### src/rtl/spmm_pkg.sv
// Shared defaults, FSM state encoding and element typedefs for the CSR sparse-matrix multiplier.
package spmm_pkg;
    localparam int DW_DEFAULT = 32;
    localparam int M_DEFAULT  = 16;
    localparam int IW_DEFAULT = 4;

    typedef enum logic [2:0] {
        S_IDLE,
        S_ROW_INIT,
        S_A_FETCH,
        S_MAC,
        S_EMIT,
        S_DONE
    } state_t;

    typedef logic [DW_DEFAULT-1:0] val_t;
    typedef logic [IW_DEFAULT-1:0] idx_t;
endpackage

### src/rtl/spmm_row_acc.sv
// One-row dense accumulator with per-column valid flags and a lowest-flag pop port.
module spmm_row_acc
    import spmm_pkg::*;
#(
    parameter int DW = DW_DEFAULT,
    parameter int M  = M_DEFAULT,
    parameter int IW = IW_DEFAULT
) (
    input  logic          i_clk,
    input  logic          i_rst,
    input  logic          i_clr,
    input  logic          i_acc_en,
    input  logic [IW-1:0] i_acc_col,
    input  logic [DW-1:0] i_acc_add,
    input  logic          i_pop,
    output logic          o_any,
    output logic [IW-1:0] o_pop_col,
    output logic [DW-1:0] o_pop_val
);
    logic [DW-1:0] r_val [M];
    logic [M-1:0]  r_flag;
    logic [IW-1:0] w_col;

    // Scanning downward leaves the lowest flagged column selected.
    always_comb begin
        w_col = '0;
        for (int c = M - 1; c >= 0; c--) begin
            if (r_flag[c]) w_col = IW'(c);
        end
        o_any     = |r_flag;
        o_pop_col = w_col;
        o_pop_val = r_val[w_col];
    end

    always_ff @(posedge i_clk) begin
        if (i_rst || i_clr) begin
            r_flag <= '0;
            for (int c = 0; c < M; c++) r_val[c] <= '0;
        end else begin
            if (i_acc_en) begin
                r_val[i_acc_col]  <= r_val[i_acc_col] + i_acc_add;
                r_flag[i_acc_col] <= 1'b1;
            end
            if (i_pop) r_flag[w_col] <= 1'b0;
        end
    end
endmodule

### src/rtl/spmm_csr.sv
// CSR x CSR sparse matrix multiplier, row-wise Gustavson with one MAC per clock.
module spmm_csr
    import spmm_pkg::*;
#(
    parameter int data_width_param   = DW_DEFAULT,
    parameter int max_elements_param = M_DEFAULT,
    parameter int idx_width_param    = IW_DEFAULT
) (
    input  logic                                                  clk_i,
    input  logic                                                  rst_i,
    input  logic                                                  start_i,
    input  logic [idx_width_param-1:0]                            rows_A_i,
    input  logic [0:max_elements_param-1][data_width_param-1:0]   NVA_i,
    input  logic [0:max_elements_param-1][idx_width_param-1:0]    CIA_i,
    input  logic [0:max_elements_param-1][idx_width_param-1:0]    RPA_i,
    input  logic [0:max_elements_param-1][data_width_param-1:0]   NVB_i,
    input  logic [0:max_elements_param-1][idx_width_param-1:0]    CIB_i,
    input  logic [0:max_elements_param-1][idx_width_param-1:0]    RPB_i,
    output logic [0:max_elements_param-1][data_width_param-1:0]   NVC_o,
    output logic [0:max_elements_param-1][idx_width_param-1:0]    CIC_o,
    output logic [0:max_elements_param-1][idx_width_param-1:0]    RPC_o,
    output logic                                                  computing_o,
    output logic                                                  op_complete_o
);
    localparam int DW = data_width_param;
    localparam int M  = max_elements_param;
    localparam int IW = idx_width_param;

    state_t                  r_state;
    logic [IW-1:0]           r_row, r_k, r_j, r_l, r_p;
    logic [DW-1:0]           r_a;
    logic [0:M-1][DW-1:0]    r_nvc;
    logic [0:M-1][IW-1:0]    r_cic, r_rpc;
    logic                    r_computing, r_done;

    logic [IW-1:0] w_row_p1, w_k_p1, w_l_p1, w_j_fetch, w_rpb_lo, w_rpb_hi, w_rpb_end, w_rpa_end;
    logic [IW-1:0] w_acc_col, w_pop_col;
    logic [DW-1:0] w_acc_add, w_pop_val;
    logic          w_any;

    assign w_row_p1  = r_row + IW'(1);
    assign w_k_p1    = r_k + IW'(1);
    assign w_l_p1    = r_l + IW'(1);
    assign w_rpa_end = RPA_i[w_row_p1];
    assign w_j_fetch = CIA_i[r_k];
    assign w_rpb_lo  = RPB_i[w_j_fetch];
    assign w_rpb_hi  = RPB_i[w_j_fetch + IW'(1)];
    assign w_rpb_end = RPB_i[r_j + IW'(1)];
    assign w_acc_col = CIB_i[r_l];
    assign w_acc_add = r_a * NVB_i[r_l];

    spmm_row_acc #(.DW(DW), .M(M), .IW(IW)) u_acc (
        .i_clk     (clk_i),
        .i_rst     (rst_i),
        .i_clr     (r_state == S_ROW_INIT),
        .i_acc_en  (r_state == S_MAC),
        .i_acc_col (w_acc_col),
        .i_acc_add (w_acc_add),
        .i_pop     ((r_state == S_EMIT) && w_any),
        .o_any     (w_any),
        .o_pop_col (w_pop_col),
        .o_pop_val (w_pop_val)
    );

    always_ff @(posedge clk_i) begin
        if (rst_i) begin
            r_state     <= S_IDLE;
            r_row       <= '0;
            r_k         <= '0;
            r_j         <= '0;
            r_l         <= '0;
            r_p         <= '0;
            r_a         <= '0;
            r_nvc       <= '0;
            r_cic       <= '0;
            r_rpc       <= '0;
            r_computing <= 1'b0;
            r_done      <= 1'b0;
        end else begin
            case (r_state)
                S_IDLE, S_DONE: begin
                    if (start_i) begin
                        r_nvc <= '0;
                        r_cic <= '0;
                        r_rpc <= '0;
                        r_row <= '0;
                        r_p   <= '0;
                        if (rows_A_i != '0) begin
                            r_state     <= S_ROW_INIT;
                            r_computing <= 1'b1;
                            r_done      <= 1'b0;
                        end else begin
                            r_state <= S_DONE;
                            r_done  <= 1'b1;
                        end
                    end
                end
                S_ROW_INIT: begin
                    r_k     <= RPA_i[r_row];
                    r_state <= (RPA_i[r_row] == w_rpa_end) ? S_EMIT : S_A_FETCH;
                end
                S_A_FETCH: begin
                    r_a <= NVA_i[r_k];
                    r_j <= w_j_fetch;
                    r_l <= w_rpb_lo;
                    // An empty B row contributes nothing, so skip straight to the next A entry.
                    if (w_rpb_lo == w_rpb_hi) begin
                        r_k <= w_k_p1;
                        if (w_k_p1 == w_rpa_end) r_state <= S_EMIT;
                    end else begin
                        r_state <= S_MAC;
                    end
                end
                S_MAC: begin
                    r_l <= w_l_p1;
                    if (w_l_p1 == w_rpb_end) begin
                        r_k     <= w_k_p1;
                        r_state <= (w_k_p1 == w_rpa_end) ? S_EMIT : S_A_FETCH;
                    end
                end
                S_EMIT: begin
                    if (w_any) begin
                        // The last slot is never filled; overflow entries are dropped.
                        if (r_p != IW'(M - 1)) begin
                            r_nvc[r_p] <= w_pop_val;
                            r_cic[r_p] <= w_pop_col;
                            r_p        <= r_p + IW'(1);
                        end
                    end else begin
                        r_rpc[w_row_p1] <= r_p;
                        r_row           <= w_row_p1;
                        if (w_row_p1 < rows_A_i) begin
                            r_state <= S_ROW_INIT;
                        end else begin
                            r_state     <= S_DONE;
                            r_computing <= 1'b0;
                            r_done      <= 1'b1;
                        end
                    end
                end
                default: r_state <= S_IDLE;
            endcase
        end
    end

    assign NVC_o         = r_nvc;
    assign CIC_o         = r_cic;
    assign RPC_o         = r_rpc;
    assign computing_o   = r_computing;
    assign op_complete_o = r_done;
endmodule

### config.mk
export PLATFORM = sky130hd
export DESIGN_NAME = spmm_csr
export DESIGN_NICKNAME = d
export VERILOG_FILES = /design/src/rtl/spmm_pkg.sv /design/src/rtl/spmm_row_acc.sv /design/src/rtl/spmm_csr.sv
export SDC_FILE = /design/constraint.sdc
export NUM_CORES = 2
export LEC_CHECK = 0
export CAP_MARGIN = 10
export CORE_AREA = 2 2 747 749
export CTS_BUF_LIST = sky130_fd_sc_hd__clkbuf_16
export DETAILED_ROUTE_END_ITERATION = 8
export DIE_AREA = 0 0 749 751
export GPL_ROUTABILITY_DRIVEN = 0
export HOLD_SLACK_MARGIN = 0.12
export PLACE_DENSITY = 0.31
export SLEW_MARGIN = 30
export SYNTH_ARGS = -nofsm -noshare
export SYNTH_HDL_FRONTEND = slang
export SYNTH_SLANG_ARGS = --single-unit
### constraint.sdc
create_clock -name clk_i -period 11.4 [get_ports clk_i]
set_clock_uncertainty 0.2 [all_clocks]
set_input_delay 1.14 -clock clk_i [delete_from_list [all_inputs] [get_ports clk_i]]
set_output_delay 1.14 -clock clk_i [all_outputs]
set_load 0.005 [all_outputs]
Word level (Yosys, flattened, before mapping)
Memories as Yosys holds them, arrays and structs flattened.
Index checks and enable logic that the tools add are counted.
W data, S select, Z words.
Word-level totals
  RAM bits: 512
  memories kept: 1
  output and inout bits: 642
  word-level logic and storage cells: 239
  register bits after elaboration: 713
  bits of input ports: 1287
Memories
  u_acc.r_val: words 16, width 32, rd ports 2, clocked after memory_dff 0, write ports 16, line spmm_row_acc.sv:20  | logic [DW-1:0] r_val [M];
Cells by class
  bitwise operators: 11
  equal/unequal tests: 19
  reductions and logical operators: 20
  multiply operators: 1
  add/sub/neg operators: 7
  multiplexer cells: 107
  $lt $le $gt $ge: 15
Operator list (count)
  $mux W512: 3
  $pmux W512 S2: 1
  $bwmux W512: 1
  $bmux W32 S4: 2
  $mux W64: 4
  $pmux W64 S2: 2
  $mux W32: 6
  $mux W4: 39
  $bwmux W64: 2
  $demux W32 S4: 1
  $bmux W4 S4: 7
  $mux W16: 3
  $ge A5 B5 Y1 const B: 8
  $not A4 Y5: 8
  $add A32 B32 Y32: 1
  $demux W4 S4: 2
  $mul A32 B32 Y32: 1
  $reduce_or A32 Y1: 1
  $mux W3: 9
  $add A4 B1 Y4 const B: 6
  $pmux W4 S2: 3
  $and A16 B16 Y16: 1
  $eq A4 B4 Y1: 4
  $mux W1: 16
  28 further kinds: 49

Logic depth before layout (Yosys ltp)
  depth after elaboration: 23
  mapped depth: 40
  gate-level depth less buffers: 33

By module
A second synthesis with hierarchy kept.
Unflattened totals
  cells, all modules: 8178
  area total of the unflattened synthesis: 81125.3 µm²
Modules (own cells, without submodules)
  spmm_csr: instances 1, area an instance 52819.4 µm², seq. area each 13953.4 µm², cells an instance 5720
  spmm_row_acc: instances 1, area an instance 28305.9 µm², seq. area each 15695.1 µm², cells an instance 2458

Worst setup path before layout
No wires, ideal clock.
  path type: input port to flip-flop
  start point: input CIB_i[24] (netlist bit)
  end point: memory u_acc.r_val[1][29] (netlist bit) (data pin)
  data required time: 10.934 ns
  path buffers: 4
  slack: 0.820 ns
  stages on the path: 34
  library setup time: 0.266 ns
  arrival: 10.114 ns
  path through: mux4_2 mux4_2 clkbuf_1 clkbuf_1 buf_1 mux4_2 mux2_2 a21oi_1 fa_1 inv_1 fa_1 fa_1 inv_1 fa_1 inv_1 fa_1 inv_1 fa_1 inv_1 fa_1 inv_1 fa_1 inv_1 ha_1 a21o_1 a21o_1 a21oi_1 nand3_1 o21ai_0 o21ai_0 a21oi_1 xor2_1 clkbuf_1 nor2_1
RTL lines
  from (decl): line spmm_csr.sv:17  | input logic [0:max_elements_param-1][idx_width_param-1:0] CIB_i,
  to (decl): line spmm_row_acc.sv:20

==> results.md <==
- Status: completed
- HPWL Detailed: 449000 um
- Leakage: 41.0 nW
- Power Density: 335 nW/um^2
- Clock power share: 13.5%
- Hold Vio Cnt, Final: 0
- Syn-to-layout area delta: 45.5%
- Share of cells above drive strength 1: 15.1%
- Worst Tran Pin Value: 1300 ps
- H-Tree Depth: 4
- Most frequent cell after synthesis: nor2_1
- Post-synthesis instance total: 7323
- Met1 wire length: 262000 um
- Vias per std cell: 4.30
- Main area contributors after synthesis: edfxtp_1 19%, dfxtp_1 18%, mux4_2 16%, fa_1 11%, nor2_1 3.8%
- CORE AREA: 555000 um^2
- Hold buffers post-CTS: 0
- Die area: 562000 um^2
- Gr usage total: 19.8%
- Grt ovf: 0
- RSZ-0062 raised after global routing: false
- Register area: 29700 um^2
- Data required, critical path: 11720 ps
- Most Frequent Cell on Critical Path: fa_1
- CTS clock-pin slew for the worst setup and hold paths: 60 ps
- Synth Cell Area: 78800 um^2
- Metal3 WL: 50800 um
- Tcrit/Tclk final: 95.9%
- Clock tree buffer depth: 4
- # DRC: 0
- Multi-input gate area: 44900 um^2
- Netlist cell types: 83
- NumNets Final: 11000
- # Post-CTS Setup Buffers: 0
- Global-route wire length before repair: 746000 um
- Peak VDD IR: 943 uV
- Die span in y: 751 um
- Ports: 1929
- CP max FO: 16
- FF+latch count, synth: 1225
- Async SR Flop Fraction: 0%
- Worst-skew pair later-pin latency: 890 ps
- Area leader, netlist: edfxtp_1
- Slew HR: 12.9%
- Initial antenna violation count: 235
- Fin. max-slew vios: 0
- Mapped Nets: 9188
- Starting Density: 14.2%
- Met2 wire len: 254000 um
- WS Path Type: register to register
- Number of global-route vias before repair: 73300
- Pint: 18.4 mW
- Sequential area share after synthesis: 37.6%
- Setup TNS Final: 0 ps
- Slowest stage delay, CP: 710 ps
- CTS tree: yes
- Sw Pwr: 20.0 mW
- Number of clock sinks: 1225
- DR pass1 iterations: 8
- FILL cells: 60300
- CTS Root Cell: clkbuf_16
- WL final: 582000 um
- Period minus WS final: 10930 ps
- CP endpoint kind: register
- Mean Syn Cell Area: 10.8 um^2
- HP Class: register to register
- Synth top area share: 19.5%
- Worst Path Arrival: 11250 ps
- Via count: 72300
- Die W: 749 um
- CTS Buf Count: 165
- Port Buffer Count: 1928
- DR iter-0 viols: 6768
- Setup-failing EPs final: 0
- Logic pwr share: 71.2%
- Switch share: 52.1%
- DP Area: 109000 um^2
- CP max-delay cell: mux4_4
- Maximum operating frequency: 91.5 MHz
- Synth Warn #: 0
- Number of enable flip-flop cells after synthesis: 512
- Top Metal Used: met5
- Reg power frac: 15.4%
- Final antenna-violating net count: 0
- Largest net degree at the start of global routing: 118
- Row count: 274
- Finished layout cell area: 115000 um^2
- DR WL/cell: 34.7 um
- Top post-synthesis cells by count: 806 x nor2_1, 748 x nand2_1, 713 x dfxtp_1, 651 x inv_1, 555 x mux4_2
- Synth Flop Type: dfxtp_1
- Critical path startpoint category: register
- MaxCap Viol Count: 0
[per-layer routing]
layer / vias to the layer above / global-route usage, %
met5: - / 1.98
met4: 114 / 4.27
met3: 660 / 6.54
met2: 3490 / 30.2
met1: 38000 / 26.9
li1: 30000 / -
[power by group through the flow]
stage	clock network (mW)	registers [mW]	logic, mW
2_1_floorplan	0	5.65	14.5
3_3_place_gp	0	5.99	27.8
3_5_place_dp	0	5.99	27.8
4_1_cts	5.33	5.90	27.9
5_1_grt	5.46	5.96	29.6
6_report	5.17	5.90	27.3
[layout by cell type, fill, tap and decap left out, types with 139 or more instances in the layout]
cell type and count:
and2_1 257, clkdlybuf4s50_1 1926, inv_1 675, buf_4 367, edfxtp_1 512, mux4_2 551, clkbuf_16 170, o31ai_1 291
nand2_1 731, a22o_1 180, a211oi_1 248, a21oi_1 158, dfxtp_1 700, nor2_1 798, ha_1 139, diode_2 209
fa_1 438
[registers in the layout, summed over array words and instances, names as in the netlist]
register / flops
op_complete_o: 1
CIC_o: 64
r_l: 4
NVC_o: 512
RPC_o: 64
r_row: 4
r_a: 32
r_state: 3
r_k: 4
computing_o: 1
r_j: 4
u_acc.r_flag: 16
u_acc.r_val: 512
r_p: 4
[final cells by class]
| type | instances | share of cell area, % |
|---|---|---|
| Tap cell | 7314 | 7.97 |
| Clock inverter | 120 | 0.810 |
| Multi-Input combinational cell | 4780 | 39.1 |
| Inverter | 652 | 2.13 |
| Sequential cell | 1225 | 25.9 |
| Antenna cell | 209 | 0.456 |
| Timing Repair Buffer | 2334 | 19.9 |
| Clock buffer | 170 | 3.71 |
[worst max-delay path: cells and delay by family, from the launching register on]
kind | cells | cell delay [ps]
AOI/OAI and AO/OA | 6 | 1340
xor gates and xnor gates | 1 | 190
and+or+nand+nor | 3 | 210
adders and majority gates | 9 | 4330
muxes | 4 | 1850
DFF | 1 | 510
buffers and inverters | 12 | 1840
[final timing paths]
| kind | cells after the start | slack, ps | to | startpoint |
|---|---|---|---|---|
| min reg2reg | 2 | 250 | NVC_o[343] | NVC_o[343] |
| max | 35 | 470 | u_acc.r_val[12][31] | r_l[0] |
| min | 2 | 250 | NVC_o[343] | NVC_o[343] |
| max reg2reg | 35 | 470 | u_acc.r_val[12][31] | r_l[0] |
[cells by family (layout without fill, tap and decap cells)]
logic type / after synthesis / after routing / share of synthesized area [%]
XOR/XNOR: 112 / 112 / 1.32
other: 0 / 209 / 0
multiplexers: 665 / 665 / 17.4
AO/OA/AOI/OAI: 1310 / 1310 / 12.0
flip-flops: 1225 / 1225 / 37.6
buffers and inverters: 1318 / 3276 / 6.47
adder cells (fa/ha/maj): 578 / 578 / 13.3
AND/OR/NAND/NOR: 2115 / 2115 / 11.9
[through the flow]
step	power (mW)	setup slack [ps]	hold WS, ps	instances	utilization, %
3_3_place_gp	33.8	-316	236	16300	19.6
5_1_grt	41.1	39.5	265	16800	20.7
3_5_place_dp	33.8	-230	239	16300	19.6
2_1_floorplan	20.1	820	237	7323	-
4_1_cts	39.1	256	252	16600	20.6
6_report	38.4	471	249	16800	20.7
[timing repair]
action / in CTS / in global routing
endpoints found under the setup margin: 0 / 16
hold endpoints to repair: 0 / 0
gates resized for setup: 0 / 1
No activity file was read; power rests on OpenSTA's default activity.
